[config.mk]
export PLATFORM = sky130hd
export DESIGN_NAME = router_1x3_top
export DESIGN_NICKNAME = d
export VERILOG_FILES = /design/src/rtl/router_pkg.sv /design/src/rtl/router_fifo.sv /design/src/rtl/router_1x3_top.sv
export SDC_FILE = /design/constraint.sdc
export NUM_CORES = 1
export LEC_CHECK = 0
export ABC_AREA = 1
export CAP_MARGIN = 20
export CELL_PAD_IN_SITES_DETAIL_PLACEMENT = 1
export CELL_PAD_IN_SITES_GLOBAL_PLACEMENT = 2
export CORE_AREA = 2 2 201 252
export CTS_CLUSTER_DIAMETER = 40
export CTS_CLUSTER_SIZE = 16
export DETAILED_ROUTE_END_ITERATION = 10
export DIE_AREA = 0 0 203 254
export PLACE_DENSITY = 0.86
export SLEW_MARGIN = 20
export SYNTH_ARGS = -nofsm -noshare
export SYNTH_HDL_FRONTEND = slang
export SYNTH_SLANG_ARGS = --single-unit
[constraint.sdc]
create_clock -name clk -period 4 [get_ports clk]
set_input_delay 0.4 -clock clk [delete_from_list [all_inputs] [get_ports clk]]
set_output_delay 0.4 -clock clk [all_outputs]
set_load 0.05 [all_outputs]
[src/rtl/router_pkg.sv]
`default_nettype none
// ============================================================================
// router_pkg : shared types and constants for the 1x3 packet router
// Rev 1.0
// ============================================================================
package router_pkg;

    localparam int DATA_W          = 8;
    localparam int FIFO_DEPTH      = 16;
    localparam int SOFT_RST_CYCLES = 30;
    localparam int c_NUM_PORTS     = 3;

    localparam logic [1:0] c_ADDR_PORT0 = 2'd0;
    localparam logic [1:0] c_ADDR_PORT1 = 2'd1;
    localparam logic [1:0] c_ADDR_PORT2 = 2'd2;
    localparam logic [1:0] c_ADDR_NONE  = 2'd3;

    typedef enum logic [1:0] {
        DECODE       = 2'd0,
        LOAD_DATA    = 2'd1,
        CHECK_PARITY = 2'd2
    } state_t;

    function automatic logic addr_valid(input logic [1:0] addr);
        return addr != c_ADDR_NONE;
    endfunction

endpackage
`default_nettype wire

[src/rtl/router_fifo.sv]
`default_nettype none
// ============================================================================
// router_fifo : per-port byte FIFO with registered output and unread-timeout flush
// Rev 1.0
// ============================================================================
module router_fifo #(
    parameter int DATA_W          = 8,
    parameter int FIFO_DEPTH      = 16,
    parameter int SOFT_RST_CYCLES = 30
) (
    input  logic              clk,
    input  logic              rst,
    input  logic              i_wr_en,
    input  logic [DATA_W-1:0] i_din,
    input  logic              i_rd_en,
    output logic [DATA_W-1:0] o_dout,
    output logic              o_vld,
    output logic              o_full
);

    localparam int c_AW = $clog2(FIFO_DEPTH);
    localparam int c_CW = $clog2(SOFT_RST_CYCLES + 1);
    localparam logic [c_AW:0]   c_FULL = (c_AW + 1)'(FIFO_DEPTH);
    localparam logic [c_CW-1:0] c_TMO  = c_CW'(SOFT_RST_CYCLES - 1);

    logic [DATA_W-1:0] r_mem [FIFO_DEPTH];
    logic [c_AW-1:0]   r_wr_ptr;
    logic [c_AW-1:0]   r_rd_ptr;
    logic [c_AW:0]     r_count;
    logic [c_CW-1:0]   r_idle_cnt;

    logic w_wr;
    logic w_rd;
    logic w_idle;
    logic w_flush;

    assign o_vld   = (r_count != '0);
    assign o_full  = (r_count == c_FULL);
    assign w_wr    = i_wr_en && !o_full;
    assign w_rd    = i_rd_en && o_vld;
    assign w_idle  = o_vld && !i_rd_en;
    assign w_flush = w_idle && (r_idle_cnt == c_TMO);

    always_ff @(posedge clk) begin
        if (w_wr) begin
            r_mem[r_wr_ptr] <= i_din;
        end
    end

    // A flush drops everything already queued but keeps a byte written on the same edge.
    always_ff @(posedge clk or posedge rst) begin
        if (rst) begin
            r_wr_ptr   <= '0;
            r_rd_ptr   <= '0;
            r_count    <= '0;
            r_idle_cnt <= '0;
        end else begin
            if (w_wr) begin
                r_wr_ptr <= r_wr_ptr + 1'b1;
            end
            if (w_flush) begin
                r_rd_ptr <= r_wr_ptr;
                r_count  <= {{c_AW{1'b0}}, w_wr};
            end else begin
                if (w_rd) begin
                    r_rd_ptr <= r_rd_ptr + 1'b1;
                end
                if (w_wr && !w_rd) begin
                    r_count <= r_count + 1'b1;
                end else if (w_rd && !w_wr) begin
                    r_count <= r_count - 1'b1;
                end
            end
            if (w_flush || !w_idle) begin
                r_idle_cnt <= '0;
            end else begin
                r_idle_cnt <= r_idle_cnt + 1'b1;
            end
        end
    end

    always_ff @(posedge clk or posedge rst) begin
        if (rst) begin
            o_dout <= '0;
        end else if (w_rd) begin
            o_dout <= r_mem[r_rd_ptr];
        end
    end

endmodule
`default_nettype wire

[src/rtl/router_1x3_top.sv]
`default_nettype none
// ============================================================================
// router_1x3_top : routes parity-protected byte packets to one of three FIFOs
// Rev 1.0
// ============================================================================
module router_1x3_top #(
    parameter int DATA_W          = router_pkg::DATA_W,
    parameter int FIFO_DEPTH      = router_pkg::FIFO_DEPTH,
    parameter int SOFT_RST_CYCLES = router_pkg::SOFT_RST_CYCLES
) (
    input  logic              clk,
    input  logic              resetn,
    input  logic              packet_valid,
    input  logic              read_enb_0,
    input  logic              read_enb_1,
    input  logic              read_enb_2,
    input  logic [DATA_W-1:0] datain,
    output logic              vld_out_0,
    output logic              vld_out_1,
    output logic              vld_out_2,
    output logic              err,
    output logic              busy,
    output logic [DATA_W-1:0] data_out_0,
    output logic [DATA_W-1:0] data_out_1,
    output logic [DATA_W-1:0] data_out_2
);

    import router_pkg::*;

    state_t            r_state;
    state_t            w_next_state;
    logic [1:0]        r_port;
    logic [DATA_W-1:0] r_parity;
    logic [DATA_W-1:0] r_rx_parity;
    logic              r_err;

    logic              w_wr_en;
    logic [1:0]        w_wr_port;
    logic              w_busy;
    logic [3:0]        w_full;
    logic [2:0]        w_vld;
    logic [2:0]        w_rd_req;
    logic [2:0]        w_fifo_wr;
    logic [DATA_W-1:0] w_dout [c_NUM_PORTS];

    assign w_rd_req  = {read_enb_2, read_enb_1, read_enb_0};
    assign w_full[3] = 1'b0;

    // The header selects the port; afterwards the latched port is used.
    always_comb begin
        w_next_state = r_state;
        w_busy       = 1'b0;
        w_wr_en      = 1'b0;
        w_wr_port    = r_port;
        case (r_state)
            DECODE: begin
                w_wr_port = datain[1:0];
                if (packet_valid && addr_valid(datain[1:0])) begin
                    if (w_full[datain[1:0]]) begin
                        w_busy = 1'b1;
                    end else begin
                        w_wr_en      = 1'b1;
                        w_next_state = LOAD_DATA;
                    end
                end
            end
            LOAD_DATA: begin
                if (w_full[r_port]) begin
                    w_busy = 1'b1;
                end else begin
                    w_wr_en = 1'b1;
                    if (!packet_valid) begin
                        w_next_state = CHECK_PARITY;
                    end
                end
            end
            CHECK_PARITY: begin
                w_busy       = 1'b1;
                w_next_state = DECODE;
            end
            default: begin
                w_next_state = DECODE;
            end
        endcase
    end

    always_ff @(posedge clk or posedge resetn) begin
        if (resetn) begin
            r_state     <= DECODE;
            r_port      <= '0;
            r_parity    <= '0;
            r_rx_parity <= '0;
            r_err       <= 1'b0;
        end else begin
            r_state <= w_next_state;
            case (r_state)
                DECODE: begin
                    if (w_wr_en) begin
                        r_port   <= w_wr_port;
                        r_parity <= datain;
                        r_err    <= 1'b0;
                    end
                end
                LOAD_DATA: begin
                    if (w_wr_en) begin
                        if (packet_valid) begin
                            r_parity <= r_parity ^ datain;
                        end else begin
                            r_rx_parity <= datain;
                        end
                    end
                end
                CHECK_PARITY: begin
                    r_err <= (r_parity != r_rx_parity);
                end
                default: begin
                    r_err <= r_err;
                end
            endcase
        end
    end

    for (genvar g = 0; g < c_NUM_PORTS; g++) begin : g_port
        assign w_fifo_wr[g] = w_wr_en && (w_wr_port == 2'(g));

        router_fifo #(
            .DATA_W          (DATA_W),
            .FIFO_DEPTH      (FIFO_DEPTH),
            .SOFT_RST_CYCLES (SOFT_RST_CYCLES)
        ) u_fifo (
            .clk     (clk),
            .rst     (resetn),
            .i_wr_en (w_fifo_wr[g]),
            .i_din   (datain),
            .i_rd_en (w_rd_req[g]),
            .o_dout  (w_dout[g]),
            .o_vld   (w_vld[g]),
            .o_full  (w_full[g])
        );
    end

    assign busy       = w_busy;
    assign err        = r_err;
    assign vld_out_0  = w_vld[0];
    assign vld_out_1  = w_vld[1];
    assign vld_out_2  = w_vld[2];
    assign data_out_0 = w_dout[0];
    assign data_out_1 = w_dout[1];
    assign data_out_2 = w_dout[2];

endmodule
`default_nettype wire

==> impl_metrics.env <==
export IMPL_synthTopCellsByCount="edfxtp_1 (384), nor2_1 (376), nand2_1 (233)"
export IMPL_utilization_pct=48.6
export IMPL_p_leak_nw=8.75
export IMPL_synthArstFlopShare_pct=20.5
export IMPL_clock_latency_ns=0.62
export IMPL_io_pins=43
export IMPL_post_cts_buffers=0
export IMPL_gp_routability_congestion=0.817
export IMPL_critPathKind="reg2out"
export IMPL_drv_cap=0
export IMPL_drv_slew=0
export IMPL_path_clk_slew_ns=0.06
export IMPL_total_power_w=0.0184
export IMPL_grt_pass1_wl_um=84300
export IMPL_yosys_area_top_type_share_pct=55.3
export IMPL_worst_path_max_fanout=4
export IMPL_layout_drive_gt1_share_pct=9.16
export IMPL_power_density_nw_per_um2=771
export IMPL_detailed_place_area_um2=21900
export IMPL_hp_class="in2reg"
export IMPL_cp_end_kind="primary output"
export IMPL_synth_area_leader_cell="edfxtp_1"
export IMPL_hold_buffers=0
export IMPL_synth_cell_types=40
export IMPL_required_ns=3.60
export IMPL_syn_area_um2=20900
export IMPL_yosys_top_cells_area="edfxtp_1 (55%), dfrtp_1 (12%), nor2_1 (6.8%)"
export IMPL_start_util_pct=42.5
export IMPL_numCtsBuffers=56
export IMPL_finalCritPeriodShare_pct=85.0
export IMPL_die_area_um2=51600
export IMPL_startpoint_type="register"
export IMPL_cts_max_path_buffers=3
export IMPL_postCtsResizedCells=0
export IMPL_max_freq_ghz=0.294
export IMPL_ys_flop_type="edfxtp_1"
export IMPL_synth_enable_flop_cells=384
export IMPL_wl_um=53000
export IMPL_worst_slew_pin_slew_ns=0.848
export IMPL_relSlewSlack_pct=43.5
export IMPL_syn_to_final_growth_pct=14.2
export IMPL_grt_overflow=0
export IMPL_dp_hpwl_um=33300
export IMPL_core_um2=49100
export IMPL_ys_warn_count=0
export IMPL_clkSinkCount=483
export IMPL_drtAntennaViolNets=0
export IMPL_ir_worst_vdd_v=0.000579
export IMPL_synth_area_per_cell_um2=11.3
export IMPL_routed_via_count=14000
export IMPL_die_w_um=203
export IMPL_rsz0062_at_grt="no"
export IMPL_nets=1938
export IMPL_outcome="completed"
export IMPL_avgRoutedWirePerCell_um=20.5
export IMPL_final_area_um2=23800
export IMPL_yosysMostFrequentCell="edfxtp_1"
export IMPL_setup_viol=0
export IMPL_htreeDepth=2
export IMPL_track_usage_pct=21.2
export IMPL_hold_violations=0
export IMPL_fp_dieH_um=254
export IMPL_rows=91
export IMPL_syn_num_nets=1896
export IMPL_ys_seq_area_share_pct=67.1
export IMPL_fin_skew_ns=0.0197
export IMPL_drc_errors=0
export IMPL_critPathArrivalTime_ns=3.00
export IMPL_drtPass1Iterations=5
export IMPL_grt_max_degree=68
export IMPL_grt_pass1_vias=14900
export IMPL_vias_per_cell=5.41
export IMPL_cts_root_buf="clkbuf_16"
export IMPL_cts_tree="done"
export IMPL_setup_tns_ns=0
export IMPL_syn_inst=1843
export IMPL_antenna_found_initial=1
export IMPL_io_buffers=42
export IMPL_dr_first_iter_drc_count=823
export IMPL_yosys_register_bits=483
export IMPL_finalCriticalPeriod_ns=3.40
worst paths after layout:
path,startpoint,to,slack [ns],cells past startpoint
max,g_port[2].u_fifo.r_count[2],busy,0.60,7
min,datain[1],g_port[2].u_fifo.r_mem[12][1],0.19,1
max reg2reg,g_port[2].u_fifo.r_count[2],g_port[1].u_fifo.r_count[3],1.04,15
min reg2reg,g_port[0].u_fifo.o_dout[4],g_port[0].u_fifo.o_dout[4],0.48,2
max in group asynchronous,resetn,g_port[1].u_fifo.r_rd_ptr[0],3.02,3
min in group asynchronous,resetn,g_port[2].u_fifo.r_idle_cnt[0],0.22,2
critical path, stage by stage (launching register included):
cell and delay (ns):
dfrtp_1 0.42, nor2_1 0.20, nand2_1 0.08, nor2_1 0.20, nand3_1 0.18, and2_1 0.21, o211ai_1 0.22, clkdlybuf4s50_1 0.88
layer usage:
metal	wire length [µm]	global-route usage [%]	vias up
li1	-	-	6528
met4	1570	7.07	0
met1	22500	26.5	7103
met5	0	0	-
met3	1860	3.00	99
met2	27000	37.6	253
layout make-up:
cell class,count,area (µm²)
flip-flops and latches,483,14000
well taps,651,815
clock buffers,61,1440
diodes,1,2.50
multi-input cells,1185,6110
clock inverters,45,475
inverters,85,330
repair buffers,74,633
fillers,5173,25200
where the power goes:
part	internal (W)	switching, W	leakage, nW
clock	0.00295	0.00224	0.907
combinational	0.00208	0.00445	3.16
sequential	0.00604	0.000601	4.68
total	0.0111	0.00730	8.75
sequential cells by signal, indices dropped and copies added, names as in the netlist:
signal	flops
g_port.u_fifo.r_rd_ptr	12
g_port.u_fifo.r_mem	384
g_port.u_fifo.r_count	15
r_port	2
r_parity	8
g_port.u_fifo.o_dout	24
g_port.u_fifo.r_idle_cnt	15
g_port.u_fifo.r_wr_ptr	12
r_state	2
r_rx_parity	8
err	1
cells in the final DEF (no fill, tap or decap), types with 17 or more instances in the layout:
cell	count
ha_1	36
xor2_1	38
inv_1	73
clkdlybuf4s50_1	34
nor2_1	376
nand3_1	115
o21ai_1	17
o21ai_0	191
clkbuf_16	57
dfrtp_1	95
o211ai_1	103
buf_4	31
nand2_1	233
edfxtp_1	384
cell families after synthesis:
group	Yosys count	synth area share [%]
multiplexers	6	0.324
adder cells (fa/ha/maj)	39	2.45
AO/OA/AOI/OAI	339	9.60
AND/OR/NAND/NOR	750	14.8
flip-flops	483	67.1
XOR/XNOR	51	2.14
buffers and inverters	175	3.57
stage by stage:
step | setup slack (ns) | hold WS (ns) | cells
floorplan | 1.01 | 0.442 | 1843
global placement | 0.895 | 0.460 | 2477
detailed placement | 0.832 | 0.472 | 2477
CTS | 0.578 | 0.169 | 2583
global route | 0.451 | 0.175 | 2584
finish | 0.600 | 0.187 | 2585
Note: power is estimated with default switching activity, not from simulation.
